### src/rtl/leap_buffer.sv
// Leapfrog writeback buffer: holds EX results that retire past an outstanding
// MA-stage miss, then drains them in capture order after the miss returns.
module leap_buffer #(
  parameter int unsigned DEPTH = 2
) (
  input  logic                       clk,
  input  logic                       rst,
  input  logic                       leap,
  input  logic                       miss,
  input  logic                       ex_valid,
  input  logic                       ex_regwrite,
  input  logic [4:0]                 ex_rd,
  input  logic [31:0]                ex_result,
  input  logic [31:0]                ex_pc,
  input  logic                       ma_done,
  input  logic [4:0]                 ma_rd,
  input  logic [31:0]                ma_data,
  input  logic                       ma_regwrite,
  input  logic [4:0]                 fwd_rs1,
  input  logic [4:0]                 fwd_rs2,
  output logic                       wb_valid,
  output logic                       wb_regwrite,
  output logic [4:0]                 wb_rd,
  output logic [31:0]                wb_data,
  output logic [31:0]                wb_pc,
  output logic                       fwd1_hit,
  output logic                       fwd2_hit,
  output logic [31:0]                fwd1_data,
  output logic [31:0]                fwd2_data,
  output logic                       stall,
  output logic [$clog2(DEPTH+1)-1:0] count
);

  localparam int unsigned CW = $clog2(DEPTH + 1);
  localparam int unsigned PW = (DEPTH > 1) ? $clog2(DEPTH) : 1;
  localparam logic [CW-1:0] FULL = CW'(DEPTH);
  localparam logic [PW-1:0] LAST = PW'(DEPTH - 1);

  typedef enum logic [1:0] {
    S_IDLE,
    S_HOLD,
    S_DRAIN
  } state_t;

  state_t        r_state;
  state_t        w_state_nxt;

  logic [4:0]    r_rd   [DEPTH];
  logic [31:0]   r_data [DEPTH];
  logic [31:0]   r_pc   [DEPTH];
  logic          r_rw   [DEPTH];

  logic [PW-1:0] r_head;
  logic [PW-1:0] r_tail;
  logic [CW-1:0] r_count;

  logic          w_capture;
  logic          w_pop;
  logic [CW-1:0] w_count_nxt;

  function automatic logic [PW-1:0] next_ptr(input logic [PW-1:0] p);
    return (p == LAST) ? '0 : PW'(p + 1'b1);
  endfunction

  assign w_capture = leap & ex_valid & miss & (r_count != FULL) & (r_state != S_DRAIN);
  assign w_pop     = (r_state == S_DRAIN) & (r_count != '0);

  always_comb begin
    w_count_nxt = r_count;
    case ({w_capture, w_pop})
      2'b10:   w_count_nxt = CW'(r_count + 1'b1);
      2'b01:   w_count_nxt = CW'(r_count - 1'b1);
      default: w_count_nxt = r_count;
    endcase
  end

  always_ff @(posedge clk) begin
    if (!rst) begin
      r_state <= S_IDLE;
      r_head  <= '0;
      r_tail  <= '0;
      r_count <= '0;
    end else begin
      r_state <= w_state_nxt;
      r_count <= w_count_nxt;
      if (w_capture) begin
        r_rd[r_tail]   <= ex_rd;
        r_data[r_tail] <= ex_result;
        r_pc[r_tail]   <= ex_pc;
        r_rw[r_tail]   <= ex_regwrite;
        r_tail         <= next_ptr(r_tail);
      end
      if (w_pop) begin
        r_head <= next_ptr(r_head);
      end
    end
  end

  always_comb begin
    w_state_nxt = r_state;
    case (r_state)
      S_IDLE: begin
        if (w_capture) w_state_nxt = S_HOLD;
      end
      S_HOLD: begin
        // A capture on the ma_done edge is already counted in w_count_nxt.
        if (ma_done) w_state_nxt = (w_count_nxt != '0) ? S_DRAIN : S_IDLE;
      end
      S_DRAIN: begin
        if (w_count_nxt == '0) w_state_nxt = S_IDLE;
      end
      default: w_state_nxt = S_IDLE;
    endcase
  end

  always_comb begin
    wb_valid    = 1'b0;
    wb_regwrite = 1'b0;
    wb_rd       = '0;
    wb_data     = '0;
    wb_pc       = '0;
    stall       = 1'b0;
    count       = '0;
    if (rst) begin
      count = r_count;
      if (r_state == S_HOLD) begin
        stall = (r_count == FULL);
        if (ma_done) begin
          wb_valid    = 1'b1;
          wb_regwrite = ma_regwrite;
          wb_rd       = ma_rd;
          wb_data     = ma_data;
        end
      end else if (r_state == S_DRAIN) begin
        stall       = 1'b1;
        wb_valid    = 1'b1;
        wb_regwrite = r_rw[r_head] & (r_rd[r_head] != 5'd0);
        wb_rd       = r_rd[r_head];
        wb_data     = r_data[r_head];
        wb_pc       = r_pc[r_head];
      end
    end
  end

  // Walk oldest to youngest so the last match seen is the youngest.
  always_comb begin
    int unsigned k;
    fwd1_hit  = 1'b0;
    fwd2_hit  = 1'b0;
    fwd1_data = '0;
    fwd2_data = '0;
    k         = 0;
    if (rst) begin
      for (int unsigned i = 0; i < DEPTH; i++) begin
        k = int'(r_head) + i;
        if (k >= DEPTH) k = k - DEPTH;
        if ((i < int'(r_count)) && r_rw[k] && (r_rd[k] != 5'd0)) begin
          if (r_rd[k] == fwd_rs1) begin
            fwd1_hit  = 1'b1;
            fwd1_data = r_data[k];
          end
          if (r_rd[k] == fwd_rs2) begin
            fwd2_hit  = 1'b1;
            fwd2_data = r_data[k];
          end
        end
      end
    end
  end

endmodule

### config.mk
export PLATFORM = sky130hd
export DESIGN_NAME = leap_buffer
export DESIGN_NICKNAME = d
export VERILOG_FILES = /design/src/rtl/leap_buffer.sv
export SDC_FILE = /design/constraint.sdc
export NUM_CORES = 1
export LEC_CHECK = 0
export BUFFER_PORTS_ARGS = -buffer_cell sky130_fd_sc_hd__buf_2
export CAP_MARGIN = 20
export CORE_AREA = 2 2 131 133
export DETAILED_ROUTE_END_ITERATION = 8
export DIE_AREA = 0 0 133 135
export HOLD_SLACK_MARGIN = 0.06
export PLACE_DENSITY_LB_ADDON = 0.15
export SETUP_SLACK_MARGIN = 0.1
export SLEW_MARGIN = 20
export SYNTH_ARGS = -nofsm -noshare
export SYNTH_HDL_FRONTEND = slang
export SYNTH_SLANG_ARGS = --single-unit
### constraint.sdc
create_clock -name clk -period 4.9 [get_ports clk]
set_input_delay 0.735 -clock clk [delete_from_list [all_inputs] [get_ports clk]]
set_output_delay 0.735 -clock clk [all_outputs]
set_load 0.05 [all_outputs]
==> results.json <==
{
  "outcome": "finished clean",
  "cts_tree": "built",
  "async_reset_ff_frac": 0,
  "hp-start": "r_state[1]$_SDFFE_PN0P_",
  "via_count": 5945,
  "hold_buffers": 0,
  "synthFlopType": "edfxtp_1",
  "antenna_found_initial": 1,
  "min_period_ns": 4.420,
  "final_max_slew_viol_count": 0,
  "grt_pass1_wl_um": 31310,
  "slew_headroom": 0.2587,
  "io_pins": 264,
  "yosys-top-cells-count": "140 x edfxtp_1, 108 x nand2_1, 83 x mux2i_1",
  "dieArea_sq_mm": 0.01796,
  "syn-mean-instance-area_sq_um": 11.80,
  "synth_warnings": 0,
  "finalSetupViolations": 0,
  "portBuffers": 263,
  "whs_endpoint": "r_state[0]$_SDFFE_PN0P_",
  "clock.fmax_mhz": 226.2,
  "area_growth_pct": 27.56,
  "grt_pass1_vias": 5946,
  "rsz0062_at_grt": "no",
  "r2r_start": "r_count[0]$_SDFF_PN0_",
  "post_drt_wl_per_cell_um": 18.41,
  "grt_overflow": 0,
  "yosysUniqueCellTypes": 47,
  "synth_area_sq_mm": 0.007341,
  "clockRootBuffer": "clkbuf_16",
  "cp.required_ns": 4.16,
  "place.detailed.hpwl_um": 14060,
  "r2r_setup_slack_ns": 2.02,
  "ir_worst_vdd_uv": 200.4,
  "coreArea_sq_mm": 0.01641,
  "clk_pin_slew_ns": 0.06,
  "drt-met1-wl_um": 8356,
  "ys_seq_area_frac": 0.5918,
  "whs_path_depth": 1,
  "hp-class": "flip-flop to flip-flop",
  "initialDrtViolationCount": 344,
  "critPathCaptureType": "output port",
  "synth_top_cell_by_area": "edfxtp_1",
  "die_h_um": 135,
  "rows": 47,
  "worstReg2RegEnd": "r_data[0][4]$_DFFE_PP_",
  "p_leak_nw": 3.641,
  "synth-edff-count": 140,
  "wl_um": 20230,
  "htreeDepth": 4,
  "yosys_register_bits": 147,
  "antenna_left": 0,
  "finalSetupTns_ns": 0,
  "cts-buffers-inserted": 17,
  "gp_congestion": 0.9049,
  "viasPerCell": 5.409,
  "fin_nets": 993,
  "final_layout_size_suffix_gt1_frac": 0.3709,
  "postLayoutCoreUtil": 0.5707,
  "die_w_um": 133,
  "crit_arrival_ns": 3.69,
  "reg2reg_depth": 7,
  "cts.sinks": 147,
  "worstSetupStartpointType": "flip-flop",
  "critical_path.max_fanout": 32,
  "drc": 0,
  "syn-num-nets": 749,
  "start_util": 0.4474,
  "hold_viol": 0,
  "cts_buffer_depth": 2,
  "synth_top_area_frac": 0.5727,
  "postSynthCellCount": 622,
  "yosysMostFrequentCell": "edfxtp_1",
  "first_pass_iters": 5,
  "worstSetupPathType": "flip-flop to output port",
  "wl_met3_um": 1466,
  "diodes": 0,
  "power.density_mw_per_mm2": 298.0,
  "topRoutingLayerUsed": "met5",
  "period_share": 0.9021,
  "grtUsageTotal": 0.2261,
  "clock_skew_ns": 0.01446,
  "worstMarginPinSlew_ns": 1.112,
  "wl_met2_um": 9985,
  "synthTopCellsByArea": "edfxtp_1 57%, mux2i_1 11%, nand2_1 5.5%",
  "grt_max_degree": 71,
  "clock_latency_ns": 0.42,
  "drv_cap": 0
}
[worst max-delay path by stage]
stage | endpoint | from | depth (start not counted)
floorplan | r_data[0][0]$_DFFE_PP_ | rst | 4
global placement | fwd1_data[4] | r_head$_SDFFE_PN0P_ | 7
detailed placement | fwd1_data[4] | r_head$_SDFFE_PN0P_ | 7
CTS | fwd1_data[4] | r_head$_SDFFE_PN0P_ | 7
global route | fwd1_data[14] | r_head$_SDFFE_PN0P_ | 7
finish | fwd1_data[14] | r_head$_SDFFE_PN0P_ | 7
[routing by layer]
| metal | vias up | GRT usage |
|---|---|---|
| met3 | 37 | 0.06006 |
| met1 | 2850 | 0.2753 |
| met2 | 261 | 0.3880 |
| met5 | - | 0 |
| met4 | 2 | 0.08363 |
| li1 | 2795 | - |
[registers in the layout, indices dropped and copies added, names as in the netlist, named ones only]
| name | flops |
|---|---|
| r_count | 2 |
| r_tail | 1 |
| r_rw | 2 |
| r_rd | 10 |
| r_pc | 64 |
| r_data | 64 |
| r_state | 2 |
| r_head | 1 |
[final cells by class]
cell class,count,area (sq um)
flip-flops and latches,147,4349
inverters,5,18.77
repair buffers,269,1374
fillers,1431,7043
clock buffers,18,429.2
well taps,220,275.3
clock inverters,14,143.9
multi-input cells,426,2774
[what timing repair did]
action / in CTS / in global routing
endpoints found under the setup margin: 0 / 32
hold endpoints to repair: 0 / 0
gates resized for setup: 0 / 1
setup buffers: 0 / 0
[layout by cell type (no fill, tap or decap), types with 5 or more instances in the layout]
| cell type | netlist | layout |
|---|---|---|
| o21ai_0 | 63 | 63 |
| clkbuf_16 | 0 | 17 |
| xor2_1 | 7 | 7 |
| nand3_1 | 5 | 5 |
| xnor2_1 | 15 | 15 |
| inv_6 | 0 | 5 |
| inv_1 | 5 | 5 |
| o22ai_1 | 39 | 39 |
| o22ai_2 | 13 | 13 |
| nor2_1 | 39 | 38 |
| buf_4 | 0 | 5 |
| dfxtp_1 | 7 | 5 |
| nand2_1 | 108 | 107 |
| and2_1 | 7 | 7 |
| edfxtp_1 | 140 | 140 |
| buf_2 | 3 | 263 |
| mux2i_1 | 83 | 82 |
[cell families after synthesis]
family | after synthesis | share of synthesized area
and+or+nand+nor | 185 | 0.1091
xor gates and xnor gates | 22 | 0.02625
buffers and inverters | 49 | 0.03426
AOI/OAI and AO/OA | 130 | 0.1152
adders and majority gates | 3 | 0.005114
DFF | 147 | 0.5918
muxes | 86 | 0.1183
[power breakdown]
part           leakage (nW)  switching (mW)  total [mW]  internal [mW]
sequential             1.32         0.00777        1.40           1.39
clock                 0.268           0.529        1.24          0.714
combinational          2.05          0.0876       0.148         0.0605
[metrics by stage]
stage,hold slack [ns],setup slack (ns),total power [mW],instances,cell area [sq um]
floorplan,0.4366,0.2142,1.494,622,7341
global route,0.4787,0.2849,2.882,1099,9364
finish,0.4768,0.4796,2.790,1099,9364
global placement,0.4584,0.7418,1.569,1067,8790
detailed placement,0.4710,0.6213,1.574,1067,8790
CTS,0.4739,0.1557,2.812,1099,9363
[critical path, cell delays in order, from the launching register on]
cell and delay, ns:
dfxtp_2 0.69, mux2i_1 0.40, xnor2_1 0.10, a2111oi_0 0.67, nand3_1 0.14, mux2_2 0.62, o22ai_1 0.30, buf_2 0.31
Power figures use the tool's default switching activity.
